[config.mk]
export PLATFORM = sky130hd
export DESIGN_NAME = w1_stream_reader_flat
export DESIGN_NICKNAME = d
export VERILOG_FILES = /design/src/rtl/w1_stream_reader_if.sv /design/src/rtl/w1_stream_reader.sv /design/src/flat_wrapper.sv
export SDC_FILE = /design/constraint.sdc
export NUM_CORES = 1
export LEC_CHECK = 0
export CAP_MARGIN = 20
export CORE_MARGIN = 5
export CORE_UTILIZATION = 46
export DETAILED_ROUTE_END_ITERATION = 10
export PLACE_DENSITY = 0.69
export SLEW_MARGIN = 20
export SYNTH_ARGS = -nofsm -noshare
export SYNTH_HDL_FRONTEND = slang
export SYNTH_SLANG_ARGS = --single-unit
[constraint.sdc]
create_clock -name clk -period 7.67 [get_ports clk]
set_input_delay 1.534 -clock clk [delete_from_list [all_inputs] [get_ports clk]]
set_output_delay 1.534 -clock clk [all_outputs]
set_load 0.02 [all_outputs]
[src/rtl/w1_stream_reader_if.sv]
// Weight-word stream from the conv1 weight-ROM reader to the conv1 engine.
// The ready/valid handshake is o_valid & o_ready.
interface w1_stream_reader_if #(
  parameter int unsigned AW = 5,
  parameter int unsigned DW = 48
);
  logic          o_valid;
  logic          o_ready;
  logic [DW-1:0] o_data;
  logic [AW-1:0] o_idx;
  logic          o_last;

  modport master (output o_valid, o_data, o_idx, o_last, input o_ready);
  modport slave  (input o_valid, o_data, o_idx, o_last, output o_ready);
endinterface

[src/rtl/w1_stream_reader.sv]
// Read sequencer for the conv1 weight ROM: walks addresses 0..DEPTH-1, hides the
// registered ROM latency and streams tagged words through a 3-entry credit-checked FIFO.
module w1_stream_reader #(
  parameter int unsigned DEPTH = 25,
  parameter int unsigned AW    = 5,
  parameter int unsigned DW    = 48
) (
  input  logic               clk,
  input  logic               rst_n,
  input  logic               start,
  output logic [AW-1:0]      w1_raddr,
  input  logic [DW-1:0]      w1_rdata,
  output logic               busy,
  output logic               done,
  w1_stream_reader_if.master o_stream
);
  localparam int unsigned NENT = 3;
  localparam int unsigned CW   = 3;
  localparam int unsigned NW   = AW + 1;

  typedef enum logic [1:0] {S_IDLE, S_RUN, S_FINISH} state_t;

  state_t          r_state;
  logic            r_busy;
  logic            r_done;
  logic [NW-1:0]   r_na;
  logic [AW-1:0]   r_raddr;
  logic            r_s1_vld;
  logic            r_s2_vld;
  logic [AW-1:0]   r_s1_idx;
  logic [AW-1:0]   r_s2_idx;
  logic [NENT-1:0] r_vld;
  logic [NENT-1:0] r_last;
  logic [DW-1:0]   r_data [NENT];
  logic [AW-1:0]   r_idx  [NENT];

  logic            w_pop;
  logic            w_push;
  logic            w_issue;
  logic            w_push_last;
  logic [CW-1:0]   w_occ;
  logic [CW-1:0]   w_infl;
  logic [CW-1:0]   w_wp;
  logic [AW-1:0]   w_addr;
  logic [NENT-1:0] w_vld_n;
  logic [NENT-1:0] w_last_n;
  logic [DW-1:0]   w_data_n [NENT];
  logic [AW-1:0]   w_idx_n  [NENT];

  assign w_pop       = r_vld[0] & o_stream.o_ready;
  assign w_push      = r_s2_vld;
  assign w_occ       = CW'(r_vld[0]) + CW'(r_vld[1]) + CW'(r_vld[2]);
  assign w_infl      = CW'(r_s1_vld) + CW'(r_s2_vld);
  assign w_wp        = w_occ - CW'(w_pop);
  assign w_addr      = (r_state == S_IDLE) ? '0 : r_na[AW-1:0];
  assign w_push_last = (r_s2_idx == AW'(DEPTH - 1));

  // Address 0 goes out on the start edge; later reads need a free slot counting this cycle's pop.
  assign w_issue = ((r_state == S_IDLE) && start) ||
                   ((r_state == S_RUN) && (r_na < NW'(DEPTH)) &&
                    ((w_occ + w_infl - CW'(w_pop)) < CW'(NENT)));

  // Sequencer FSM, address counter and issue-tag pipeline aligned to the ROM latency.
  always_ff @(posedge clk or negedge rst_n) begin
    if (!rst_n) begin
      r_state  <= S_IDLE;
      r_busy   <= 1'b0;
      r_done   <= 1'b0;
      r_na     <= '0;
      r_raddr  <= '0;
      r_s1_vld <= 1'b0;
      r_s2_vld <= 1'b0;
      r_s1_idx <= '0;
      r_s2_idx <= '0;
    end else begin
      r_done   <= 1'b0;
      r_s1_vld <= w_issue;
      r_s2_vld <= r_s1_vld;
      r_s2_idx <= r_s1_idx;
      if (w_issue) begin
        r_raddr  <= w_addr;
        r_s1_idx <= w_addr;
        r_na     <= NW'(w_addr) + NW'(1);
      end
      case (r_state)
        S_IDLE: begin
          if (start) begin
            r_state <= S_RUN;
            r_busy  <= 1'b1;
          end
        end
        S_RUN: begin
          if (w_pop && r_last[0]) begin
            r_state <= S_FINISH;
            r_done  <= 1'b1;
          end
        end
        S_FINISH: begin
          r_state <= S_IDLE;
          r_busy  <= 1'b0;
        end
        default: begin
          r_state <= S_IDLE;
          r_busy  <= 1'b0;
        end
      endcase
    end
  end

  // Shift-register FIFO: entry 0 is the head, and empty entries are kept all-zero.
  always_comb begin
    w_vld_n  = r_vld;
    w_last_n = r_last;
    for (int unsigned i = 0; i < NENT; i++) begin
      w_data_n[i] = r_data[i];
      w_idx_n[i]  = r_idx[i];
    end
    if (w_pop) begin
      for (int unsigned i = 0; i < NENT - 1; i++) begin
        w_vld_n[i]  = r_vld[i+1];
        w_last_n[i] = r_last[i+1];
        w_data_n[i] = r_data[i+1];
        w_idx_n[i]  = r_idx[i+1];
      end
      w_vld_n[NENT-1]  = 1'b0;
      w_last_n[NENT-1] = 1'b0;
      w_data_n[NENT-1] = '0;
      w_idx_n[NENT-1]  = '0;
    end
    if (w_push) begin
      for (int unsigned i = 0; i < NENT; i++) begin
        if (w_wp == CW'(i)) begin
          w_vld_n[i]  = 1'b1;
          w_last_n[i] = w_push_last;
          w_data_n[i] = w1_rdata;
          w_idx_n[i]  = r_s2_idx;
        end
      end
    end
  end

  always_ff @(posedge clk or negedge rst_n) begin
    if (!rst_n) begin
      r_vld  <= '0;
      r_last <= '0;
      for (int unsigned i = 0; i < NENT; i++) begin
        r_data[i] <= '0;
        r_idx[i]  <= '0;
      end
    end else begin
      r_vld  <= w_vld_n;
      r_last <= w_last_n;
      for (int unsigned i = 0; i < NENT; i++) begin
        r_data[i] <= w_data_n[i];
        r_idx[i]  <= w_idx_n[i];
      end
    end
  end

  assign w1_raddr         = r_raddr;
  assign busy             = r_busy;
  assign done             = r_done;
  assign o_stream.o_valid = r_vld[0];
  assign o_stream.o_data  = r_data[0];
  assign o_stream.o_idx   = r_idx[0];
  assign o_stream.o_last  = r_last[0];
endmodule

[src/flat_wrapper.sv]
// flat-port wrapper written by rule: the top's interface ports become plain ports
module w1_stream_reader_flat 
#(
  parameter int unsigned DEPTH = 25,
  parameter int unsigned AW    = 5,
  parameter int unsigned DW    = 48
)
  (clk, rst_n, start, w1_raddr, w1_rdata, busy, done, o_stream_o_valid, o_stream_o_data, o_stream_o_idx, o_stream_o_last, o_stream_o_ready);
  w1_stream_reader_if #(.AW(AW), .DW(DW)) o_stream_i ();
  input  logic clk;
  input  logic rst_n;
  input  logic start;
  output logic [AW-1:0] w1_raddr;
  input  logic [DW-1:0] w1_rdata;
  output logic busy;
  output logic done;
  output wire logic [$bits(o_stream_i.o_valid)-1:0] o_stream_o_valid;
  output wire logic [$bits(o_stream_i.o_data)-1:0] o_stream_o_data;
  output wire logic [$bits(o_stream_i.o_idx)-1:0] o_stream_o_idx;
  output wire logic [$bits(o_stream_i.o_last)-1:0] o_stream_o_last;
  input wire logic [$bits(o_stream_i.o_ready)-1:0] o_stream_o_ready;
  assign o_stream_o_valid = o_stream_i.o_valid;
  assign o_stream_o_data = o_stream_i.o_data;
  assign o_stream_o_idx = o_stream_i.o_idx;
  assign o_stream_o_last = o_stream_i.o_last;
  assign o_stream_i.o_ready = o_stream_o_ready;
  w1_stream_reader #(.DEPTH(DEPTH), .AW(AW), .DW(DW)) u_core (.clk(clk), .rst_n(rst_n), .start(start), .w1_raddr(w1_raddr), .w1_rdata(w1_rdata), .busy(busy), .done(done), .o_stream(o_stream_i));
endmodule
* Yosys cells after proc, flatten, opt, wreduce, memory -nomap -nowiden
Cells that the tools add are included.
** Cells by class
- Bitwise gates (word level) :: 2
- Equal/unequal tests :: 6
- Magnitude comparators :: 2
- Reduce and logical (&&, ||, !) cells :: 9
- Add/sub/neg operators :: 7
- Multiplexer cells :: 28
** Operator list (count)
- two-way mux 144 bit :: 2
- two-way mux 48 bit :: 3
- two-way mux 15 bit :: 2
- two-way mux 5 bit :: 4
- two-way mux 3 bit :: 4
- two-way mux 1 bit :: 9
- adder 5 x 1 -> 6 bit (second input constant) :: 1
- less-than comparator 6 x 5 -> 1 bit (second input constant) :: 1
- subtractor 3 x 1 -> 3 bit :: 2
- == test 5 bit (second input constant) :: 1
- adder 1 x 1 -> 2 bit :: 2
- logical AND 1 bit :: 4
- two-way mux 2 bit :: 2
- != test 2 bit (second input constant) :: 2
- case mux 2 bit (2 select lines) :: 1
- AND reduction 2 bit :: 2
- adder 3 x 1 -> 3 bit :: 1
- adder 3 bit :: 1
- == test 3 x 1 -> 1 bit (second input constant) :: 1
- == test 3 x 2 -> 1 bit (second input constant) :: 1
- zero test 3 bit :: 1
- less-than comparator 3 x 2 -> 1 bit (second input constant) :: 1
- == test 2 x 1 -> 1 bit (second input constant) :: 1
- zero test 2 bit :: 1
- 4 further kinds :: 4
** Word-level totals
- Register bits after elaboration :: 187
- Logic and storage cells :: 70
- Output and inout bits :: 62

* Longest topological paths before layout
Gate-level depths: netlist (run 1).
- Depth after elaboration :: 7
- Gate-level depth with buffers :: 13

* Worst setup path after synthesis (run 1)
Ideal clock, no wire load.
- Kind :: input to register
- Start :: input o_stream_o_ready
- End :: register u_core.r_na[1]
- Stages :: 12
- Path slack :: 3715 ps
- Required time :: 7545 ps
- Setup time :: 125 ps
- Data arrival time :: 3830 ps
- Path buffers :: 1
- Cell sequence :: nand2_1 > inv_1 > clkbuf_1 > ha_1 > inv_1 > ha_1 > inv_1 > fa_1 > inv_1 > a2111oi_4 > a21oi_2 > mux2_4
** Between the ends
- Cells in the longest elaborated chain, start to end :: 5
** Ends and longest elaborated chain
- start: declaration :: RTL line flat_wrapper.sv:21 : input wire logic [$bits(o_stream_i.o_ready)-1:0] o_stream_o_ready;
- bitwise AND 1 bit :: RTL line w1_stream_reader.sv:50 : assign w_pop = r_vld[0] & o_stream.o_ready;
- subtractor 3 x 1 -> 3 bit :: RTL line w1_stream_reader.sv:61 : ((w_occ + w_infl - CW'(w_pop)) < CW'(NENT)));
- less-than comparator 3 x 2 -> 1 bit :: RTL line w1_stream_reader.sv:61
- logical AND 1 bit :: RTL line w1_stream_reader.sv:60 : ((r_state == S_RUN) && (r_na < NW'(DEPTH)) &&
- logical OR 1 bit :: RTL line w1_stream_reader.sv:59 : assign w_issue = ((r_state == S_IDLE) && start) ||
- end signal: assignment :: RTL line w1_stream_reader.sv:83 : r_na <= NW'(w_addr) + NW'(1);
- end: declaration :: RTL line w1_stream_reader.sv:26 : logic [NW-1:0] r_na;
No other way between the ends.
A chain may end at the register's enable or synchronous reset.

* Worst setup path after layout (run 1)
Ends and elaborated chain as after synthesis.

==> impl_metrics.json, run 1 <==
{
  "die_width_um": 146,
  "clockBufferDepth": 2,
  "yosysWarnings": 0,
  "power_leakage_nw": 4.42,
  "grtUsageTotal_pct": 17.1,
  "fillers": 1617,
  "min_path_type": "flop to flop",
  "firstDrtPassIters": 5,
  "drive_above_1_share_pct": 5.16,
  "drc": 0,
  "yosysTopAreaCell": "dfrtp_1",
  "power.density_nw_per_um2": 493,
  "status": "finished, final reports clean",
  "crit_chain": "clkdlybuf4s50_1 -> nand2_4 -> clkinv_2 -> ha_1 -> inv_1 -> ha_1 -> inv_1 -> fa_1 -> inv_1 -> a2111oi_4 -> a21oi_2 -> mux2_4",
  "max-cap-violations": 0,
  "cts_made_buffers": 17,
  "synth_area_leaders": "dfrtp_1, nand2_1, a31oi_1",
  "fin_worst_skew_ns": 0.0116,
  "place_area_sq_um": 9300,
  "setup_viol": 0,
  "synth.most_common_cell": "nand2_1",
  "routed_via_density": 5.14,
  "final_nets": 1058,
  "yosysSeqAreaShare_pct": 55.2,
  "start_util_pct": 47.0,
  "clk_pin_slew_ns": 0.07,
  "grt_pass1_wl_um": 30800,
  "synth_area_per_cell_sq_um": 8.70,
  "dp.final_hpwl_um": 10400,
  "hold_violations": 0,
  "critPathKind": "input port to flop",
  "drt-initial-drc-count": 592,
  "postRouteAntennaNets": 0,
  "fin_crit_ns": 4.90,
  "place.gp.congestion": 0.765,
  "diodes": 0,
  "synth_cell_types": 36,
  "wl_per_cell_um": 14.5,
  "fmax_ghz": 0.204,
  "clock_latency_ns": 0.43,
  "fin_util_pct": 55.2,
  "syn_nets": 1037,
  "cts_setup_buffers": 0,
  "routed_wl_um": 17900,
  "grt.overflow.total": 0,
  "clock-sinks": 187,
  "crit_top_cell": "inv_1",
  "timing.final.crit_share_pct": 63.8,
  "crit_fanout": 96,
  "syn_area_sq_um": 8480,
  "vias": 6361,
  "hold_ws_ns": 0.382,
  "seqCellArea_sq_um": 4680,
  "startpoint_type": "input port",
  "multi_input_area_sq_um": 3110,
  "h-tree-depth": 4,
  "core_sq_um": 18000,
  "netlist_top_cells_count": "nand2_1, dfrtp_1, nor2_1, a31oi_1, clkbuf_1",
  "worstPathArrival_ns": 5.21,
  "grt_pass1_vias": 6139,
  "cpMaxStageDelayCell": "nand2_4",
  "max_slew_margin_pct": 28.7,
  "fin_area_sq_um": 9960,
  "finalPower_mw": 4.91,
  "ir_drop_v": 0.000301,
  "io_pins": 114,
  "cts_tree": "yes",
  "rsz0062_at_grt": "false",
  "tns_ns": 0,
  "worst_slew_pin_slew_ns": 1.07,
  "ys_ff_latch": 187,
  "grt_max_degree": 126,
  "synth_top_area_share_pct": 55.2,
  "syn-instance-count": 974,
  "port_buffers": 113,
  "synth_edf_count": 0,
  "rows": 49,
  "root_buffer": "clkbuf_16",
  "die_h_um": 146,
  "cp-end-kind": "flop",
  "cts_hold_buf": 0,
  "antenna_found_initial": 0,
  "slowest_delay_ns": 0.72,
  "syn2layout_area_growth_pct": 17.4,
  "cts_resized": 0,
  "die_area_sq_um": 21200,
  "required_ns": 7.99,
  "synthFlopType": "dfrtp_1",
  "final-max-slew-violation-count": 0,
  "ys_async_sr_fraction_pct": 100
}
==> metal layers <==
metal	vias up	wire length [um]	global-route usage [%]
met5	-	0	0
met4	0	221	4.85
met3	19	900	3.96
met2	144	8050	26.2
met1	2993	8740	24.4
li1	3205	-	-
==> worst max-delay path, delay by kind of cell <==
kind | cells | cell delay, ns
adders and majority gates | 3 | 1.00
and+or+nand+nor | 1 | 0.72
buffers and inverters | 5 | 0.80
muxes | 1 | 0.33
AOI/OAI and AO/OA | 2 | 0.80
==> sequential cells by signal, indices dropped and copies added, names as in the netlist, 3 cells and up <==
signal / count
u_core.o_stream.o_data: 48
u_core.o_stream.o_idx: 5
u_core.r_data: 96
u_core.r_idx: 10
u_core.r_last: 3
u_core.r_na: 6
u_core.r_s2_idx: 5
u_core.r_vld: 3
u_core.w1_raddr: 5
==> kinds of logic after synthesis <==
family,count (synthesis),share of synthesized area [%]
DFF,187,55.2
and+or+nand+nor,460,20.9
muxes,2,0.295
AOI/OAI and AO/OA,181,13.1
xor gates and xnor gates,2,0.369
buffers and inverters,131,8.30
adders and majority gates,11,1.80
==> layout by cell type, fill, tap and decap left out, types with 2 or more instances in the layout <==
cell type,netlist,layout
a31oi_1,108,108
clkbuf_16,0,17
ha_1,9,9
nand4_1,3,3
nor3_1,2,2
nand2_1,334,333
clkdlybuf4s50_1,0,112
o211ai_1,2,2
inv_8,0,4
nor2_1,112,112
fa_1,2,2
dfrtp_1,187,187
inv_6,0,3
bufinv_16,0,2
o21ai_0,59,59
a21o_1,2,2
nor2b_1,3,3
buf_4,53,7
inv_1,11,10
clkinv_4,0,4
clkinvlp_4,0,2
a21oi_1,2,2
==> metrics by stage <==
step                      std cells  setup slack, ns
after detailed placement       1203             2.27
final                          1237             2.77
after global routing           1237             2.50
after global placement         1203             2.29
after floorplan                 974             3.72
after CTS                      1235             2.72
==> power breakdown <==
part / internal (mW) / leakage, nW / switching [mW]
registers: 1.49 / 2.36 / 0.266
clock network: 0.494 / 0.292 / 0.407
logic: 0.924 / 1.77 / 1.33
total: 2.91 / 4.42 / 2.00
==> area by class of cell <==
type                    count  area share, %
multi-input cells         656           31.2
repair buffers            122           12.4
inverters                  11          0.427
flip-flops and latches    187           47.0
clock buffers              17           4.27
well taps                 229           2.88
clock inverters            15           1.82
==> final timing paths <==
check	start	end	slack, ns	depth (start not counted)
min	u_core.r_s1_vld	u_core.r_s2_vld	0.38	0
max reg2reg	u_core.r_vld[0]	u_core.r_na[1]	3.88	11
max	o_stream_o_ready	u_core.r_na[1]	2.77	12
max in group asynchronous	rst_n	u_core.r_vld[2]	5.49	2
min reg2reg	u_core.r_s1_vld	u_core.r_s2_vld	0.38	0
min in group asynchronous	rst_n	u_core.o_stream.o_data[10]	1.04	1
No activity file was read; power rests on OpenSTA's default activity.
==> run 2: changes to the inputs <==
clock period = 4.9 ns   (was 7.67 ns; I/O delays follow)
==> run 2 against run 1 <==
Effect of this change:
- critical path depth unchanged
- worst hold slack improved by 0.015 ns
- global-route usage up 0.49 points
- final area shrank 0.11%
- utilization shrank 0.062 points
- sequential cell count unchanged
- cell count about the same
- sequential share of layout area rose by 0.053 points
- via count up 1.4%
==> impl_metrics.json, run 2 (synthesized netlist as in run 1, its figures left out) <==
{
  "cts_tree": "yes",
  "layout_commonest_cell": "nand2_1",
  "power_leakage_nw": 4.42,
  "drive_above_1_share_pct": 5.15,
  "io_pins": 114,
  "hold_violations": 0,
  "max-cap-violations": 0,
  "clock_latency_ns": 0.43,
  "critPathKind": "input port to flop",
  "dp.final_hpwl_um": 10800,
  "die_area_sq_um": 21200,
  "postRouteAntennaNets": 0,
  "drt-initial-drc-count": 450,
  "worstPathArrival_ns": 3.85,
  "clk_pin_slew_ns": 0.07,
  "clockBufferDepth": 2,
  "core_sq_um": 18000,
  "worst_slew_pin_slew_ns": 0.975,
  "clock-sinks": 187,
  "rsz0062_at_grt": "false",
  "start_util_pct": 47.0,
  "cts_resized": 0,
  "crit_buf_inv": 5,
  "crit_fanout": 13,
  "crit_top_cell": "inv_1",
  "cpMaxStageDelayCell": "a2111oi_4",
  "tns_ns": 0,
  "timing.final.crit_share_pct": 72.2,
  "final_cell_mix": "nand2_1, dfrtp_1, nor2_1, clkdlybuf4s50_1, a31oi_1",
  "startpoint_type": "input port",
  "status": "finished, final reports clean",
  "grt_pass1_wl_um": 31600,
  "largest_register_ff_count": 96,
  "worst_slack_ns": 1.36,
  "seqCellArea_sq_um": 4680,
  "die_width_um": 146,
  "fin_cells": 1238,
  "fillers": 1625,
  "place.gp.congestion": 0.781,
  "fmax_ghz": 0.283,
  "grt.overflow.total": 0,
  "grtUsageTotal_pct": 17.6,
  "min_from": "u_core.r_s1_vld",
  "diodes": 0,
  "drc": 0,
  "top_register": "u_core.r_data",
  "vias": 6452,
  "cts_setup_buffers": 0,
  "wl_per_cell_um": 14.7,
  "min_path_type": "flop to flop",
  "hold_end": "u_core.r_s2_vld",
  "fin_worst_skew_ns": 0.00770,
  "grt_max_degree": 110,
  "slowest_delay_ns": 0.63,
  "rows": 49,
  "rrSetupSlack_ns": 1.40,
  "holdPathStages": 0,
  "cp-end-kind": "flop",
  "cts_hold_buf": 0,
  "cts_made_buffers": 17,
  "r2r-start": "u_core.r_vld[0]",
  "port_buffers": 113,
  "crit_chain": "clkdlybuf4s50_1 -> nand2_4 -> clkinv_2 -> ha_1 -> inv_1 -> ha_1 -> inv_1 -> fa_1 -> inv_1 -> a2111oi_4 -> a21oi_2 -> mux2_4",
  "root_buffer": "clkbuf_16",
  "place_area_sq_um": 9340,
  "max_slew_margin_pct": 35.0,
  "worst_path_dominant_cell_family": "adder cells",
  "fin_area_sq_um": 9940,
  "multi_input_area_sq_um": 3110,
  "hold_ws_ns": 0.397,
  "ir_drop_v": 0.000361,
  "dp.cells": 1205,
  "routed_wl_um": 18200,
  "power.density_nw_per_um2": 771,
  "h-tree-depth": 4,
  "syn2layout_area_growth_pct": 17.3,
  "final-max-slew-violation-count": 0,
  "setup_viol": 0,
  "required_ns": 5.21,
  "crit-reg2reg-capture": "u_core.r_na[1]",
  "final_nets": 1059,
  "r2r_cells": 11,
  "post-place-ws_ns": 0.890,
  "die_h_um": 146,
  "grt_pass1_vias": 6450,
  "firstDrtPassIters": 5,
  "antenna_found_initial": 0,
  "routed_via_density": 5.21,
  "fin_crit_ns": 3.54
}
==> run 2: worst register-to-register path, delay by kind of cell (launching register included) <==
family	cells	cell delay, ns
adder cells (fa/ha/maj)	4	1.47
AO/OA/AOI/OAI	2	0.81
flip-flops	1	0.45
multiplexers	1	0.34
buffers and inverters	4	0.31
==> run 2: how the worst max path moves through the flow <==
stage / start / to / slack, ns / cells past startpoint
after detailed placement: o_stream_o_ready / u_core.r_na[1] / 0.89 / 12
after floorplan: o_stream_o_ready / u_core.r_na[1] / 1.50 / 12
final: o_stream_o_ready / u_core.r_na[1] / 1.36 / 12
after CTS: o_stream_o_ready / u_core.r_na[1] / 1.34 / 12
after global routing: o_stream_o_ready / u_core.r_na[1] / 1.17 / 12
after global placement: o_stream_o_ready / u_core.r_na[1] / 0.95 / 12
==> run 2: final cells by class <==
class | count | share of cell area (%)
well taps | 229 | 2.88
clock buffers | 18 | 4.32
multi-input cells | 656 | 31.2
inverters | 11 | 0.428
repair buffers | 123 | 12.6
clock inverters | 14 | 1.47
flip-flops and latches | 187 | 47.1
==> run 2: per-layer routing <==
layer	part of all wire (%)	vias up	global-route usage, %
li1	-	3203	-
met1	48	3082	24.3
met2	46	150	27.5
met3	4.7	17	3.80
met4	1.6	0	5.97
met5	0	-	0
==> run 2: power by group <==
part / internal (mW) / switching [mW]
logic: 1.47 / 2.09
registers: 2.33 / 0.417
clock network: 0.755 / 0.603
total: 4.55 / 3.11
==> run 2: metrics by stage <==
| stage | util (%) | power [mW] |
|---|---|---|
| floorplan | - | 5.53 |
| global route | 55.2 | 8.33 |
| global placement | 51.8 | 6.21 |
| finish | 55.2 | 7.67 |
| detailed placement | 51.8 | 6.35 |
| CTS | 55.0 | 7.73 |
==> run 3: changes to the inputs <==
clock period = 3.6 ns   (was 4.9 ns; I/O delays follow)
==> run 3 against run 2 <==
Effect of this change:
- sequential share of layout area down 0.27 points
- non-clock buffer count grew 5
- sequential cell count unchanged
- critical path depth unchanged
- combinational power rose by 37%
- cell count is 0.40% higher
- clock power grew 40%
- worst hold slack worse by 0.060 ns
- critical path type is now flop to flop
- critical endpoint is now u_core.r_na[4]
==> impl_metrics.json, run 3 (synthesized netlist as in run 1, its figures left out) <==
{
  "rows": 49,
  "h-tree-depth": 4,
  "io_pins": 114,
  "max-cap-violations": 0,
  "antenna_found_initial": 0,
  "die_width_um": 146,
  "finalPower_mw": 10.5,
  "crit_top_cell": "inv_1",
  "clockBufferDepth": 2,
  "cpMaxStageDelayCell": "fa_1",
  "rsz0062_at_grt": "false",
  "timing.final.crit_share_pct": 87.8,
  "port_buffers": 113,
  "top_register": "u_core.r_data",
  "grt.overflow.total": 0,
  "vias": 6451,
  "power_frac_seq_pct": 35.5,
  "power_leakage_nw": 4.45,
  "die_area_sq_um": 21200,
  "clock_latency_ns": 0.42,
  "netSwitchingFraction_pct": 40.3,
  "start_util_pct": 47.0,
  "clock-sinks": 187,
  "crit_fanout": 12,
  "clock_power_share_pct": 18.1,
  "status": "finished, final reports clean",
  "core_sq_um": 18000,
  "die_h_um": 146,
  "routed_via_density": 5.19,
  "layout_commonest_cell": "nand2_1",
  "place.gp.congestion": 0.762,
  "largest_register_ff_count": 96,
  "drt-initial-drc-count": 366,
  "required_ns": 3.96,
  "cp-end-kind": "flop",
  "ir_drop_v": 0.000822,
  "routed_wl_um": 18100,
  "postRouteAntennaNets": 0,
  "fin_crit_ns": 3.16,
  "startpoint_type": "flop",
  "grt_max_degree": 110,
  "power.density_nw_per_um2": 1050,
  "max_slew_margin_pct": 39.8,
  "crit_buf_inv": 5,
  "slowest_delay_ns": 0.50,
  "final_cell_mix": "nand2_1, dfrtp_1, nor2_1, clkdlybuf4s50_1, a31oi_1",
  "firstDrtPassIters": 5,
  "drc": 0,
  "grtUsageTotal_pct": 17.5,
  "cts_made_buffers": 17,
  "syn2layout_area_growth_pct": 18.0,
  "fin_worst_skew_ns": 0.00946,
  "power.internal_mw": 6.29,
  "final_nets": 1064,
  "cts_resized": 0,
  "clk_pin_slew_ns": 0.07,
  "worst_path_dominant_cell_family": "adder cells",
  "cts_setup_buffers": 0,
  "grt_pass1_vias": 6535,
  "setup_viol": 0,
  "power.switching_mw": 4.24,
  "worstPathArrival_ns": 3.52,
  "wl_per_cell_um": 14.5,
  "fmax_ghz": 0.316,
  "final-max-slew-violation-count": 0,
  "root_buffer": "clkbuf_16",
  "critPathKind": "flop to flop",
  "diodes": 0,
  "cts_tree": "yes",
  "min_path_type": "input port to async pin",
  "dp.final_hpwl_um": 10900,
  "tns_ns": 0,
  "cts_hold_buf": 0,
  "grt_pass1_wl_um": 31600,
  "worst_slew_pin_slew_ns": 0.903,
  "drive_above_1_share_pct": 5.62,
  "hold_violations": 0,
  "power_frac_comb_pct": 46.4,
  "crit_chain": "inv_1 -> fa_1 -> ha_1 -> inv_1 -> ha_1 -> inv_1 -> fa_1 -> inv_1 -> a2111oi_4 -> buf_4 -> and2_2 -> a32o_1"
}
## run 3: cell types whose count changed in the layout (fill, tap and decap cells not counted), sizes merged
cell / delta
clkinv: -6
buf: +5
clkbuf: +3
clkinvlp: +2
inv: +1
## run 3: cell type report
cell class	instances	area [sq um]
timing repair buffer	128	1280
clock buffer	21	470
inverter	11	42.5
tap	229	287
fill	1603	8020
multi-input combinational	656	3110
clock inverter	11	133
sequential	187	4680
## run 3: metal layers
| metal | share of wire, % | vias to the layer above | global-route usage [%] |
|---|---|---|---|
| met1 | 48 | 3075 | 23.9 |
| met4 | 1.3 | 0 | 5.50 |
| li1 | - | 3214 | - |
| met2 | 46 | 148 | 28.2 |
| met3 | 4.8 | 14 | 3.58 |
| met5 | 0 | - | 0 |
## run 3: worst paths after layout
path                            startpoint                    endpoint  slack (ns)  depth (start not counted)
max in group asynchronous            rst_n           u_core.r_data[82]        2.36                          2
max reg2reg                u_core.r_vld[0]              u_core.r_na[4]        0.44                         12
min in group clk           u_core.r_s1_vld             u_core.r_s2_vld        0.38                          0
min reg2reg                u_core.r_s1_vld             u_core.r_s2_vld        0.38                          0
min                                  rst_n  u_core.o_stream.o_data[10]        0.34                          1
max                        u_core.r_vld[0]              u_core.r_na[4]        0.44                         12
## run 3: metrics by stage
step | worst slack, ns | hold WS (ns) | utilization [%] | instances | instance area [sq um]
detailed placement | 0.187 | 0.377 | 52.1 | 1211 | 9400
CTS | 0.432 | 0.387 | 55.5 | 1243 | 10000
global route | 0.272 | 0.397 | 55.5 | 1243 | 10000
finish | 0.439 | 0.337 | 55.5 | 1243 | 10000
global placement | 0.211 | 0.363 | 52.1 | 1211 | 9400
floorplan | 0.459 | 0.357 | - | 974 | 8480
## run 3: worst register-to-register path, delay by kind of cell (launching register included)
kind	cells	cell delay, ns
DFF	1	0.44
buffers and inverters	5	0.54
and+or+nand+nor	1	0.19
adders and majority gates	4	1.46
AOI/OAI and AO/OA	2	0.49
## run 3: power groups by stage
| stage | logic (mW) | registers [mW] | clock network [mW] |
|---|---|---|---|
| floorplan | 3.86 | 3.66 | 0 |
| global placement | 4.80 | 3.75 | 0 |
| detailed placement | 4.93 | 3.77 | 0 |
| CTS | 4.96 | 3.74 | 1.95 |
| global route | 5.50 | 3.87 | 2.05 |
| finish | 4.89 | 3.74 | 1.90 |
